**config.mk**
```make
export PLATFORM = sky130hd
export DESIGN_NAME = jp_emu
export DESIGN_NICKNAME = d
export VERILOG_FILES = /design/src/rtl/jp_emu.sv
export SDC_FILE = /design/constraint.sdc
export NUM_CORES = 1
export LEC_CHECK = 0
export BUFFER_PORTS_ARGS = -buffer_cell sky130_fd_sc_hd__buf_4
export CORE_UTILIZATION = 40
export CTS_CLUSTER_DIAMETER = 200
export CTS_CLUSTER_SIZE = 25
export DETAILED_ROUTE_END_ITERATION = 16
export PLACE_DENSITY = 0.69
export REMOVE_ABC_BUFFERS = 1
export SYNTH_ARGS = -nofsm -noshare
export SYNTH_HDL_FRONTEND = slang
export SYNTH_SLANG_ARGS = --single-unit
```
**constraint.sdc**
```tcl
create_clock -name clk -period 1.9 [get_ports clk]
set_input_delay 0.19 -clock clk [delete_from_list [all_inputs] [get_ports clk]]
set_output_delay 0.19 -clock clk [all_outputs]
set_load 0.01 [all_outputs]
```
**src/rtl/jp_emu.sv**
```systemverilog
// -----------------------------------------------------------------------------
// jp_emu -- emulated standard NES controller (device side of the joypad link).
//
// Behaves like the CD4021 shift register inside an official pad: while the
// console holds latch high the register continuously parallel-loads the
// (active-low) button word; after latch falls, every rising edge of the
// console serial clock shifts one bit towards the data pin, with 0 shifted in
// so that a finished read returns "1" to the console for extra bits.
//
// Optional feature macro: JP_TURBO_EN
//   defined   : turbo auto-fire on A/B, phase toggling every TURBO_DIV latches
//   undefined : no turbo logic, turbo_mask ignored, btn_eff = btn_q
//
// Parameters:
//   TURBO_DIV   latch rises per turbo half-period (JP_TURBO_EN only), 1..255
//
// Ports:
//   clk         in   system clock
//   rst         in   synchronous active-high reset
//   jp_clk      in   console serial clock pin, asynchronous to clk
//   jp_latch    in   console latch pin, asynchronous to clk
//   btn_in      in   [7:0] button word, 1 = pressed (A,B,Sel,Start,U,D,L,R)
//   btn_wr      in   one-cycle strobe capturing btn_in
//   turbo_mask  in   [1:0] turbo enable for A (bit 0) and B (bit 1)
//   jp_data     out  serial data pin, active-low (0 = pressed)
//   rd_done     out  one-cycle pulse when the 8th bit has been shifted out
//   poll_cnt    out  [7:0] latch rising-edge counter, wraps
// -----------------------------------------------------------------------------
module jp_emu #(
   parameter int TURBO_DIV = 4
) (
   input  logic       clk,
   input  logic       rst,
   input  logic       jp_clk,
   input  logic       jp_latch,
   input  logic [7:0] btn_in,
   input  logic       btn_wr,
   input  logic [1:0] turbo_mask,
   output logic       jp_data,
   output logic       rd_done,
   output logic [7:0] poll_cnt
);

   typedef enum logic [1:0] {
      ST_LOAD  = 2'd0,
      ST_SHIFT = 2'd1,
      ST_DONE  = 2'd2
   } state_e;

   localparam logic [7:0] TDIV8 = 8'(TURBO_DIV);

   // Pin synchronisers: meta -> sync, plus a history flop for edge detection
   logic clk_meta_q, clk_sync_q, clk_hist_q;
   logic lat_meta_q, lat_sync_q, lat_hist_q;

   logic clk_rise_s;
   logic lat_rise_s;

   // Core state
   logic [7:0] btn_q;
   logic [7:0] btn_eff_s;
   logic [7:0] sr_q, sr_d;
   logic [3:0] cnt_q, cnt_d;
   state_e     state_q, state_d;
   logic       rd_done_q, rd_done_d;
   logic [7:0] poll_q, poll_d;

   // Two-flop synchronisers and history flops for both console pins
   always_ff @(posedge clk) begin
      if (rst) begin
         clk_meta_q <= 1'b0;
         clk_sync_q <= 1'b0;
         clk_hist_q <= 1'b0;
         lat_meta_q <= 1'b0;
         lat_sync_q <= 1'b0;
         lat_hist_q <= 1'b0;
      end else begin
         clk_meta_q <= jp_clk;
         clk_sync_q <= clk_meta_q;
         clk_hist_q <= clk_sync_q;
         lat_meta_q <= jp_latch;
         lat_sync_q <= lat_meta_q;
         lat_hist_q <= lat_sync_q;
      end
   end

   assign clk_rise_s = clk_sync_q & ~clk_hist_q;
   assign lat_rise_s = lat_sync_q & ~lat_hist_q;

   // Button capture register, sole source for parallel loads
   always_ff @(posedge clk) begin
      if (rst) begin
         btn_q <= 8'h00;
      end else if (btn_wr) begin
         btn_q <= btn_in;
      end else begin
         btn_q <= btn_q;
      end
   end

`ifdef JP_TURBO_EN
   // Turbo phase: tcnt counts latch rises within the current phase; when a
   // rise arrives after TURBO_DIV rises in this phase, the phase flips and
   // that rise becomes the first of the new phase. This makes the flip
   // visible on the very latch that starts the new phase.
   logic [7:0] tcnt_q, tcnt_d;
   logic       turbo_ph_q, turbo_ph_d;

   // Next-state logic for the turbo latch counter and phase
   always_comb begin
      tcnt_d     = tcnt_q;
      turbo_ph_d = turbo_ph_q;
      if (lat_rise_s) begin
         if (tcnt_q >= TDIV8) begin
            tcnt_d     = 8'd1;
            turbo_ph_d = ~turbo_ph_q;
         end else begin
            tcnt_d     = tcnt_q + 8'd1;
            turbo_ph_d = turbo_ph_q;
         end
      end else begin
         tcnt_d     = tcnt_q;
         turbo_ph_d = turbo_ph_q;
      end
   end

   // Turbo counter and phase registers
   always_ff @(posedge clk) begin
      if (rst) begin
         tcnt_q     <= 8'd0;
         turbo_ph_q <= 1'b1;
      end else begin
         tcnt_q     <= tcnt_d;
         turbo_ph_q <= turbo_ph_d;
      end
   end

   // A/B are gated by the turbo phase only where their mask bit is set
   assign btn_eff_s = {btn_q[7:2],
                       btn_q[1] & (turbo_ph_q | ~turbo_mask[1]),
                       btn_q[0] & (turbo_ph_q | ~turbo_mask[0])};
`else
   logic unused_turbo_s;

   assign btn_eff_s      = btn_q;
   assign unused_turbo_s = ^{turbo_mask, TDIV8};
`endif

   // Next-state logic: latch level dominates, otherwise shift on jp_clk rise
   always_comb begin
      sr_d      = sr_q;
      cnt_d     = cnt_q;
      state_d   = state_q;
      rd_done_d = 1'b0;
      poll_d    = poll_q;

      if (lat_rise_s) begin
         poll_d = poll_q + 8'd1;
      end else begin
         poll_d = poll_q;
      end

      if (lat_sync_q) begin
         // Parallel mode: live reload, clock edges ignored (latch wins)
         state_d = ST_LOAD;
         sr_d    = ~btn_eff_s;
         cnt_d   = 4'd0;
      end else begin
         case (state_q)
            ST_LOAD: begin
               // Latch has fallen: freeze the loaded word and start the read
               state_d = ST_SHIFT;
            end
            ST_SHIFT, ST_DONE: begin
               if (clk_rise_s) begin
                  sr_d      = {1'b0, sr_q[7:1]};
                  rd_done_d = (cnt_q == 4'd7);
                  if (cnt_q >= 4'd7) begin
                     cnt_d   = 4'd8;
                     state_d = ST_DONE;
                  end else begin
                     cnt_d   = cnt_q + 4'd1;
                     state_d = ST_SHIFT;
                  end
               end else begin
                  sr_d    = sr_q;
                  cnt_d   = cnt_q;
                  state_d = state_q;
               end
            end
            default: begin
               state_d = ST_SHIFT;
               cnt_d   = 4'd0;
               sr_d    = 8'hFF;
            end
         endcase
      end
   end

   // Core registers: shift register, bit count, state and output pulses
   always_ff @(posedge clk) begin
      if (rst) begin
         sr_q      <= 8'hFF;
         cnt_q     <= 4'd0;
         state_q   <= ST_SHIFT;
         rd_done_q <= 1'b0;
         poll_q    <= 8'h00;
      end else begin
         sr_q      <= sr_d;
         cnt_q     <= cnt_d;
         state_q   <= state_d;
         rd_done_q <= rd_done_d;
         poll_q    <= poll_d;
      end
   end

   // Serial pin is the LSB of the active-low shift register
   assign jp_data  = sr_q[0];
   assign rd_done  = rd_done_q;
   assign poll_cnt = poll_q;

endmodule
```
# --- Word level (Yosys, flattened, before mapping) ---
# Index checks and enable logic that the tools add are counted.
# Widths: inputs -> output; s select.
classes:
  n_reduce_logical: 7
  n_div: 0
  order_cmp: 1
  n_eq_ne: 6
  addsub: 2
  bitwise_logic: 8
  mul: 0
  mux: 10
  shift: 0
op_table:
  columns: ["cell", "count"]
  rows:
  - ["$mux 8", 2]
  - ["$pmux 8 s2", 1]
  - ["$add 8x1->8 const B", 1]
  - ["$mux 4", 2]
  - ["$not 8->8", 1]
  - ["$pmux 4 s2", 1]
  - ["$not 1->1", 5]
  - ["$add 4x1->4 const B", 1]
  - ["$eq 4x3->1 const B", 1]
  - ["$ge 4x3->1 const B", 1]
  - ["$ne 2x2->1 const B", 2]
  - ["$reduce_and 2->1", 2]
  - ["$reduce_or 2->1", 2]
  - ["$reduce_or 4->1", 1]
  - ["$mux 1", 3]
  - ["$ne 3x3->1 const B", 1]
  - ["$reduce_or 3->1", 1]
  - ["$and 1x1->1", 2]
  - ["$eq 2x1->1 const B", 1]
  - ["$eq 2x2->1 const B", 1]
  - ["$logic_not 2->1", 1]
  - ["$mux 2", 1]
word_totals:
  latchBits: 0
  regBits: 37
  ramBits: 0
  word_cells: 47
  rom_bits: 0
  output_inout_bits: 10
  mem_count: 0

# --- Logic depth before layout (Yosys ltp) ---
# Gate-level depths: netlist of run 1.
logic_depth:
  ltp_word: 5
  mapped_depth: 7
  depth_no_buf: 6

# --- Least setup slack after synthesis of run 1 ---
# No wires, ideal clock.
synth_timing:
  kind: "register to register"
  from: "register state_q[0]"
  to: "register sr_q[7]"
  required_ns: 1.780
  period_less_slack_ns: 1.574
  arrival_time_ns: 1.454
  setup_slack_ns: 0.326
  stages_incl_launch_ff: 7
  path_cell_list: "dfxtp_1 -> inv_1 -> ha_1 -> or3b_1 -> a211oi_1 -> a21oi_1 -> or2_1"
synth_via:
  elab_chain_cells: 4
synth_rtl:
  columns: ["item", "line", "source"]
  rows:
  - ["from (decl)", "64", "state_e state_q, state_d;"]
  - ["from (signal assigned)", "211", "state_q <= state_d;"]
  - ["$eq 2x1->1 or $eq 2x2->1 (tied branches)", "169", "case (state_q)"]
  - ["$reduce_or 2->1", "169", null]
  - ["$pmux 8 s2 or $ne 3x3->1 (tied branches)", null, null]
  - ["$mux 8 or $reduce_and 2->1 (tied branches)", null, null]
  - ["to (signal assigned)", "209", "sr_q <= sr_d;"]
  - ["to (decl)", "62", "logic [7:0] sr_q, sr_d;"]
# Parallel ways exist; a longest one is shown, timed or not.
# A chain may end at the register's enable or synchronous reset.

# --- Final worst setup path of run 1 ---
# Ends and elaborated chain as after synthesis.

==> flow_summary.yaml, run 1 <==
worst_hold_path:
  min_delay_path_depth: 2
  worst_hold_path.endpoint: "clk_meta_q"
  class_of_the_tightest_hold_or_removal_check: "in2reg"
  hold_path.startpoint: "jp_clk"
synth:
  post_synth_inst_count: 157
  yosysWarnings: 0
  synth_area_leaders: "dfxtp_1 (49%), nor2_1 (6.7%), mux2i_1 (6.0%), nor2b_1 (3.7%), xor2_1 (3.5%)"
  synthDominantCellAreaShare_pct: 49.3
  synth_most_common_cell: "dfxtp_1"
  yosysTopAreaCell: "dfxtp_1"
  post_synth_instance_area_um2: 1500
  synthDistinctLibCells: 38
  synth_enable_flop_cells: 0
  postSynthRegisterBits: 37
  synthesis.area_per_instance_um2: 9.57
  async_reset_ff_share_pct: 0
  yosys_most_used_dff: "dfxtp_1"
  synth-seq-area-share_pct: 49.3
  synth_common_cells: "dfxtp_1 (37), nor2_1 (27), mux2i_1 (9), nor2b_1 (9), a21oi_1 (8)"
sta:
  clock.fmax_mhz: 581
  max_slew_margin_pct: 60.3
  final_max_slew_viol_count: 0
  timing.final.setup_violations: 0
  hold_violations: 0
  grt_setup_unrepaired: "no"
  period_minus_slack_ns: 1.72
  worst_hold_slack_ns: 0.116
  worst_tran_pin_value_ns: 0.594
  timing.clock.skew_ns: 0.00384
  fin_crit_sh_pct: 90.5
  setup_total_negative_slack_ns: 0
critical_path:
  timing.critical_path.slowest_stage_cell: "or3b_1"
  worst_r2r_endpoint: "sr_q[7]"
  start_kind: "register"
  timing.critical_path.fanout_max: 6
  worstPathArrival_ns: 1.89
  timing.reg2reg.worst_path_depth: 6
  regToRegStartpoint: "state_q[0]"
  crit_type: "reg2reg"
  critPathCaptureType: "register"
  crit_path_cell_trace: "inv_1 -> ha_1 -> or3b_1 -> a211oi_1 -> a21oi_1 -> or2_1"
  crit_path_max_incr_delay_ns: 0.46
  timing.critical_path.required_ns: 2.07
  timing.reg2reg.setup_slack_ns: 0.18
die:
  floorplan.rows: 21
  initial_utilization_pct: 43.3
  core_um2: 3470
  fp.dieArea_um2: 4010
  io-pin-count: 25
  floorplan.die.height_um: 63.3
  die_width_um: 63.3
placement:
  placement.io_buffers: 22
  dp_hpwl_um: 1910
  numPlacedInstances: 219
  globalplace.congestion: 0.805
clock_network:
  number_of_buffers_inserted_to_repair_setup_after_cts: 0
  clock_tree.buffer_depth: 2
  cts_tree: "built"
  postCtsHoldBufs: 0
  cts_buffers: 5
  skew_pair_late_insertion_delay_ns: 0.28
  cts_root_buf: "clkbuf_8"
  post_cts.resized_instances: 0
  numClockSinks: 37
  clkTransAtPathRegs_ns: 0.07
  cts_htree_levels: 2
route:
  wirelength_routed_um: 2720
  detailroute.via_count: 1148
  drt-initial-drc-count: 33
  avgRoutedWirePerCell_um: 12.0
  drcViolationCount: 0
  route.detailed.vias_per_inst: 5.06
  drt_first_pass_iters: 4
  final_antenna_net_count: 0
final_layout:
  n_antenna_cell: 0
  stdcell_count: 227
  area_growth_pct: 21.4
  fin_nets: 198
  share_of_final_layout_standard_cells_stronger_than_drive_strength_1_pct: 19.9
pwr:
  ir_worst_vdd_uv: 463
  power_density_nw_per_um2: 928
  cellLeakagePower_nw: 0.767
outcome:
  outcome: "finished clean"
run:
  cap_viol_max_count: 0
grt:
  via_count_of_the_first_global_routing_pass: 1080
  global_route_wire_length_before_repair_um: 4730
  leftover_overflow_at_the_end_of_global_routing: 0
  grt_antenna_before_repair: 0
  pin_count_of_the_biggest_net_entering_global_routing: 32
  track_usage_pct: 15.1
-- cell families after synthesis --
family,Yosys count,share of synthesized area (%)
compound gates,28,14.1
xor+xnor,7,4.08
fa+ha+maj,3,2.50
buf+inv,11,2.91
flops,37,49.3
mux,9,6.00
simple gates,62,21.2
-- through the flow --
stage / total power, W / worst slack, ns / utilization (%) / cell area (µm²)
final: 0.00169 / 0.180 / 52.6 / 1820
after global routing: 0.00177 / 0.115 / 52.6 / 1820
after CTS: 0.00171 / 0.174 / 52.6 / 1820
after detailed placement: 0.00102 / 0.200 / 49.2 / 1710
after global placement: 0.00101 / 0.234 / 49.2 / 1710
after floorplan: 0.000951 / 0.315 / - / 1470
-- final cells by class --
class | count | area, µm²
flip-flops and latches | 37 | 741
clock inverters | 1 | 30.0
repair buffers | 24 | 180
well taps | 46 | 57.6
clock buffers | 7 | 86.3
inverters | 3 | 11.3
fillers | 325 | 1640
multi-input cells | 109 | 718
-- flip-flops by register name, indices dropped and copies added, names as in the netlist --
| register | flops |
|---|---|
| btn_eff_s | 8 |
| clk_hist_q | 1 |
| clk_meta_q | 1 |
| clk_sync_q | 1 |
| cnt_q | 4 |
| lat_hist_q | 1 |
| lat_meta_q | 1 |
| lat_sync_q | 1 |
| poll_cnt | 8 |
| rd_done | 1 |
| sr_q | 8 |
| state_q | 2 |
-- worst max-delay path by stage --
stage | to | cells after the start | slack, ns | from
detailed placement | sr_q[7] | 6 | 0.20 | state_q[0]
CTS | sr_q[7] | 6 | 0.17 | state_q[0]
global route | sr_q[7] | 6 | 0.11 | state_q[0]
global placement | sr_q[7] | 6 | 0.23 | state_q[0]
finish | sr_q[7] | 6 | 0.18 | state_q[0]
floorplan | sr_q[7] | 6 | 0.32 | state_q[0]
-- worst max-delay path: cells and delay by family, from the launching register on --
kind | cells | cell delay, ns
flops | 1 | 0.33
simple gates | 2 | 0.67
compound gates | 2 | 0.31
fa+ha+maj | 1 | 0.25
buf+inv | 1 | 0.05
-- report_power, final --
group          total (W)  leakage (nW)  switching [W]  internal (W)
combinational   0.000169         0.407      0.0000856     0.0000836
sequential      0.000831         0.302      0.0000209      0.000810
clock           0.000692        0.0585       0.000264      0.000428
-- layout by cell type (no fill, tap or decap), types with 2 or more instances in the layout --
cell / n
nor2b_1: 9
a21oi_1: 8
a211o_1: 4
nand4_1: 5
inv_1: 3
and3_1: 2
xor2_1: 6
dfxtp_1: 37
nor2_1: 27
a221oi_1: 4
o22a_1: 3
ha_1: 3
mux2i_1: 9
nand2_1: 7
buf_4: 24
clkbuf_8: 6
or2_2: 2
-- per-layer routing --
metal / track usage (%) / share of wire (%)
met1: 18.1 / 47
met2: 24.7 / 49
met3: 5.07 / 3.0
met4: 5.97 / 1.1
met5: 0 / 0
Power figures use the tool's default switching activity.
==> run 2, diff against run 1 <==
--- a/config.mk
+++ b/config.mk
@@ -5,12 +5,12 @@
 export SDC_FILE = /design/constraint.sdc
 export NUM_CORES = 1
 export LEC_CHECK = 0
-export BUFFER_PORTS_ARGS = -buffer_cell sky130_fd_sc_hd__buf_4
 export CORE_UTILIZATION = 40
 export CTS_CLUSTER_DIAMETER = 200
 export CTS_CLUSTER_SIZE = 25
 export DETAILED_ROUTE_END_ITERATION = 16
-export PLACE_DENSITY = 0.69
+export DONT_BUFFER_PORTS = 1
+export PLACE_DENSITY = 0.63
 export REMOVE_ABC_BUFFERS = 1
 export SYNTH_ARGS = -nofsm -noshare
 export SYNTH_HDL_FRONTEND = slang
==> run 2 against run 1 <==
  * Clock power decreased by 12%
  * Register-to-register slack barely moved
  * Clock skew rose by 0.0018 ns
  * Combinational power fell by 15%
  * Non-clock buffer count decreased by 20
  * Die area is the same
  * Critical path depth unchanged
  * Worst hold slack got worse by 0.091 ns
  * Flip-flop and latch count is the same
  * Clock-buffer cell count unchanged
  * Critical endpoint unchanged
  * Largest cell class unchanged
  * Largest power group unchanged
==> flow_summary.yaml, run 2 (synthesized netlist as in run 1, its figures left out) <==
outcome:
  outcome: "finished clean"
grt:
  leftover_overflow_at_the_end_of_global_routing: 0
  grt_antenna_before_repair: 0
  via_count_of_the_first_global_routing_pass: 1093
  track_usage_pct: 16.8
  pin_count_of_the_biggest_net_entering_global_routing: 28
  global_route_wire_length_before_repair_um: 5090
final_layout:
  area_growth_pct: 10.7
  finalInstanceArea_um2: 1660
  n_antenna_cell: 0
  mostFrequentLayoutCell: "dfxtp_1"
  top_library_cells_by_usage_in_the_layout_fill_and_taps_aside: "dfxtp_1 (37), nor2_1 (27), nor2b_1 (9), mux2i_1 (9), a21oi_1 (8)"
  fin_nets: 178
  utilization_pct: 48.0
  share_of_final_layout_standard_cells_stronger_than_drive_strength_1_pct: 9.32
critical_path:
  timing.critical_path.required_ns: 2.08
  crit_path_max_incr_delay_ns: 0.45
  critPathCaptureType: "register"
  start_kind: "register"
  worst_r2r_endpoint: "sr_q[7]"
  crit_type: "reg2reg"
  timing.reg2reg.setup_slack_ns: 0.19
  critical_path_buf_inv_count: 1
  regToRegStartpoint: "state_q[0]"
  timing.reg2reg.worst_path_depth: 6
  worstPathArrival_ns: 1.89
  crit_path_cell_trace: "inv_1 -> ha_1 -> or3b_1 -> a211oi_1 -> a21oi_1 -> or2_1"
  timing.critical_path.slowest_stage_cell: "or3b_1"
  crit_start: "state_q[0]"
  number_of_stages_on_the_worst_setup_path: 6
  cpLargestDelayFamily: "simple AND/OR/NAND/NOR gates"
  critical_path.endpoint: "sr_q[7]"
  timing.critical_path.fanout_max: 6
placement:
  postPlaceCellArea_um2: 1540
  preCtsSetupSlack_ns: 0.194
  dp_hpwl_um: 1910
  placement.io_buffers: 0
  globalplace.congestion: 0.777
die:
  floorplan.rows: 21
  core_um2: 3470
  initial_utilization_pct: 43.3
  die_width_um: 63.3
  fp.dieArea_um2: 4010
  io-pin-count: 25
  floorplan.die.height_um: 63.3
clock_network:
  cts_htree_levels: 2
  cts_tree: "built"
  cts_buffers: 5
  post_cts.resized_instances: 0
  cts_root_buf: "clkbuf_8"
  numClockSinks: 37
  clkTransAtPathRegs_ns: 0.07
  skew_pair_late_insertion_delay_ns: 0.29
  clock_tree.buffer_depth: 2
  postCtsHoldBufs: 2
  number_of_buffers_inserted_to_repair_setup_after_cts: 0
sta:
  timing.clock.skew_ns: 0.00562
  setup_ws_ns: 0.195
  fin_crit_sh_pct: 89.8
  grt_setup_unrepaired: "no"
  max_slew_margin_pct: 38.2
  clock.fmax_mhz: 586
  worst_tran_pin_value_ns: 0.924
  setup_total_negative_slack_ns: 0
  hold_violations: 0
  final_max_slew_viol_count: 0
  period_minus_slack_ns: 1.71
  timing.final.setup_violations: 0
route:
  drt-initial-drc-count: 46
  wirelength_routed_um: 2860
  route.detailed.vias_per_inst: 5.29
  final_antenna_net_count: 0
  drcViolationCount: 0
  avgRoutedWirePerCell_um: 13.8
  detailroute.via_count: 1095
  drt_first_pass_iters: 4
pwr:
  cellLeakagePower_nw: 0.661
  power_density_nw_per_um2: 953
  ir_worst_vdd_uv: 715
worst_hold_path:
  class_of_the_tightest_hold_or_removal_check: "in2reg"
run:
  cap_viol_max_count: 0
## run 2: cell types whose count changed in the layout (fill, tap and decap cells not counted), sizes merged
cell | before | now
buf | 24 | 2
bufinv | 1 | 0
clkinv | 0 | 1
dlygate4sd3 | 0 | 2
## run 2: how the worst min path moves through the flow
stage / startpoint / endpoint / cells after the start
floorplan: rst / clk_hist_q / 1
detailed placement: rst / lat_meta_q / 1
finish: jp_clk / clk_meta_q / 1
global placement: rst / lat_meta_q / 1
CTS: jp_latch / lat_meta_q / 1
global route: jp_clk / clk_meta_q / 1
## run 2: worst register-to-register path, cell delays in order, from the launching register on
cell and delay (ns):
dfxtp_1 0.33, inv_1 0.04, ha_1 0.25, or3b_1 0.45
a211oi_1 0.26, a21oi_1 0.06, or2_1 0.21
## run 2: layout make-up
type                       instances  area [µm²]
inverter                           3        11.3
tap                               46        57.6
multi-input combinational        109         718
clock inverter                     1        5.00
sequential                        37         741
timing repair buffer               4        35.0
clock buffer                       7        96.3
fill                             335        1800
## run 2: metrics by stage
stage / total power, W / cells / hold WS (ns)
finish: 0.00159 / 207 / 0.0259
global placement: 0.000977 / 197 / 0.266
detailed placement: 0.000983 / 197 / 0.266
floorplan: 0.000951 / 149 / 0.262
CTS: 0.00159 / 207 / 0.0228
global route: 0.00165 / 207 / 0.0146
## run 2: report_power, final
group	internal, W	total [W]	switching [W]
clock network	0.000328	0.000608	0.000280
logic	0.0000663	0.000143	0.0000764
registers	0.000810	0.000835	0.0000246
total	0.00120	0.00159	0.000381
## run 2: routing by layer
metal / vias up / global-route usage (%) / wire length, µm
li1: 551 / - / -
met1: 522 / 19.8 / 1370
met2: 17 / 25.9 / 1290
met3: 5 / 6.52 / 129
met4: 0 / 9.38 / 66
met5: - / 0 / 0
==> run 3, diff against run 2 <==
--- a/config.mk
+++ b/config.mk
@@ -10,7 +10,7 @@
 export CTS_CLUSTER_SIZE = 25
 export DETAILED_ROUTE_END_ITERATION = 16
 export DONT_BUFFER_PORTS = 1
-export PLACE_DENSITY = 0.63
+export PLACE_DENSITY = 0.65
 export REMOVE_ABC_BUFFERS = 1
 export SYNTH_ARGS = -nofsm -noshare
 export SYNTH_HDL_FRONTEND = slang
==> constraint.sdc (replaced) <==
create_clock -name clk -period 1.45 [get_ports clk]
set_input_delay 0.145 -clock clk [delete_from_list [all_inputs] [get_ports clk]]
set_output_delay 0.145 -clock clk [all_outputs]
set_load 0.01 [all_outputs]
==> run 3 against run 2 <==
  * Fmax rose by 16%
  * Wire length is 11% higher
  * Global-route usage up 0.67 points
  * The run now ends with setup timing left
  * First-iteration DRC count decreased by 11%
  * Register-to-register slack worse by 0.21 ns
  * Largest cell class is now multi-input combinational cells
  * Critical path depth unchanged
  * Highest routed layer unchanged
  * Clock skew up 0.0019 ns
  * Total power increased by 34%
  * Die area unchanged
  * Clock power up 23%
==> flow_summary.yaml, run 3 (synthesized netlist as in run 1, its figures left out) <==
outcome:
  outcome: "finished with violations"
  violations_in_the_final_reports: "setup timing"
pwr:
  seqPwrFrac_pct: 51.5
  power_density_nw_per_um2: 1060
  power_switching_share_pct: 24.4
  ir_worst_vdd_uv: 657
  p_switching_w: 0.000520
  report.power.total_w: 0.00213
  clkPwrFrac_pct: 35.0
  cellLeakagePower_nw: 0.838
  power_frac_comb_pct: 13.4
  cell_internal_pwr_w: 0.00161
final_layout:
  finalInstanceArea_um2: 2000
  mostFrequentLayoutCell: "dfxtp_1"
  n_antenna_cell: 0
  top_library_cells_by_usage_in_the_layout_fill_and_taps_aside: "dfxtp_1 (34), nor2_1 (26), buf_4 (17)"
  share_of_final_layout_standard_cells_stronger_than_drive_strength_1_pct: 26.8
  fin_nets: 207
  area_growth_pct: 33.1
placement:
  placement.io_buffers: 0
  dp_hpwl_um: 2020
  globalplace.congestion: 0.846
  postPlaceCellArea_um2: 1660
clock_network:
  skew_pair_late_insertion_delay_ns: 0.29
  cts_root_buf: "clkbuf_8"
  cts_buffers: 5
  cts_htree_levels: 2
  clock_tree.buffer_depth: 2
  clkTransAtPathRegs_ns: 0.07
  numClockSinks: 37
  cts_tree: "built"
sta:
  final_max_slew_viol_count: 0
  timing.final.setup_violations: 2
  worst_hold_slack_ns: 0.109
  grt_setup_unrepaired: "yes"
  period_minus_slack_ns: 1.47
  hold_violations: 0
  clock.fmax_mhz: 682
  fin_crit_sh_pct: 101
  worst_tran_pin_value_ns: 0.641
  max_slew_margin_pct: 57.2
  setup_total_negative_slack_ns: -0.0244
  timing.clock.skew_ns: 0.00757
  setup_ws_ns: -0.0170
route:
  avgRoutedWirePerCell_um: 13.5
  met3_wirelength_um: 94
  route.top_layer_used: "met4"
  drcViolationCount: 0
  wirelength_routed_um: 3180
  route.detailed.vias_per_inst: 5.15
  drt_first_pass_iters: 4
  met2_length_um: 1550
  drt-initial-drc-count: 41
  route.layer.met1.wl_um: 1490
  final_antenna_net_count: 0
  detailroute.via_count: 1215
critical_path:
  critPathCaptureType: "register"
  timing.critical_path.slowest_stage_cell: "or3b_4"
  worstPathArrival_ns: 1.65
  crit_path_cell_trace: "inv_2 -> ha_4 -> or3b_4 -> a211oi_2 -> a21oi_1 -> or2_1"
  timing.critical_path.required_ns: 1.63
  crit_path_max_incr_delay_ns: 0.38
  crit_type: "reg2reg"
  regToRegStartpoint: "state_q[1]"
  start_kind: "register"
  timing.critical_path.fanout_max: 3
  crit_start: "state_q[1]"
grt:
  via_count_of_the_first_global_routing_pass: 1214
  leftover_overflow_at_the_end_of_global_routing: 0
  pin_count_of_the_biggest_net_entering_global_routing: 17
  global_route_wire_length_before_repair_um: 5330
  track_usage_pct: 17.5
  grt_antenna_before_repair: 0
die:
  floorplan.die.height_um: 63.3
  fp.dieArea_um2: 4010
  io-pin-count: 25
  die_width_um: 63.3
  core_um2: 3470
  initial_utilization_pct: 43.3
  floorplan.rows: 21
worst_hold_path:
  hold_path.startpoint: "rst"
  class_of_the_tightest_hold_or_removal_check: "in2reg"
run:
  cap_viol_max_count: 0
==> run 3: final timing paths <==
kind | cells after the start | slack (ns) | end
worst max-delay path | 6 | -0.02 | sr_q[7]
worst min-delay path | 2 | 0.11 | sr_q[5]
worst max register to register | 6 | -0.02 | sr_q[7]
worst min register to register | 1 | 0.47 | sr_q[6]
==> run 3: layout make-up <==
class,count,area [µm²]
clock buffer,6,82.6
clock inverter,2,13.8
fill,304,1470
inverter,3,11.3
multi-input combinational,109,801
sequential,37,744
tap,46,57.6
timing repair buffer,33,290
==> run 3: power by group through the flow <==
stage	registers (W)	clock network (W)	logic (W)
2_1_floorplan	0.00111	0	0.000135
3_3_place_gp	0.00111	0	0.000203
3_5_place_dp	0.00112	0	0.000211
4_1_cts	0.00110	0.000770	0.000264
5_1_grt	0.00110	0.000810	0.000315
6_report	0.00110	0.000746	0.000286
==> run 3: stage by stage <==
| step | setup WS, ns | utilization (%) | instances |
|---|---|---|---|
| after floorplan | -0.135 | - | 149 |
| after global placement | -0.116 | 47.7 | 212 |
| after detailed placement | -0.158 | 47.7 | 212 |
| after CTS | -0.0785 | 55.9 | 235 |
| after global routing | -0.0819 | 57.7 | 236 |
| final | -0.0170 | 57.7 | 236 |
==> run 3: per-layer routing <==
| layer | vias to the layer above | track usage, % |
|---|---|---|
| met5 | - | 0 |
| met1 | 580 | 21.5 |
| met3 | 6 | 6.16 |
| met2 | 18 | 28.1 |
| li1 | 611 | - |
| met4 | 0 | 5.97 |
==> run 3: what timing repair did <==
action	4_1_cts	5_1_grt
setup buffers	1	1
pin swaps	6	3
gates resized for setup	11	13
hold endpoints to repair	29	0
hold buffers	14	0
endpoints found under the setup margin	12	12
==> run 3: critical path: cells and delay by family, from the launching register on <==
family | cells | cell delay [ns]
buffers and inverters | 1 | 0.04
adder cells (fa/ha/maj) | 1 | 0.16
flip-flops | 1 | 0.34
AND/OR/NAND/NOR | 2 | 0.58
AO/OA/AOI/OAI | 2 | 0.23
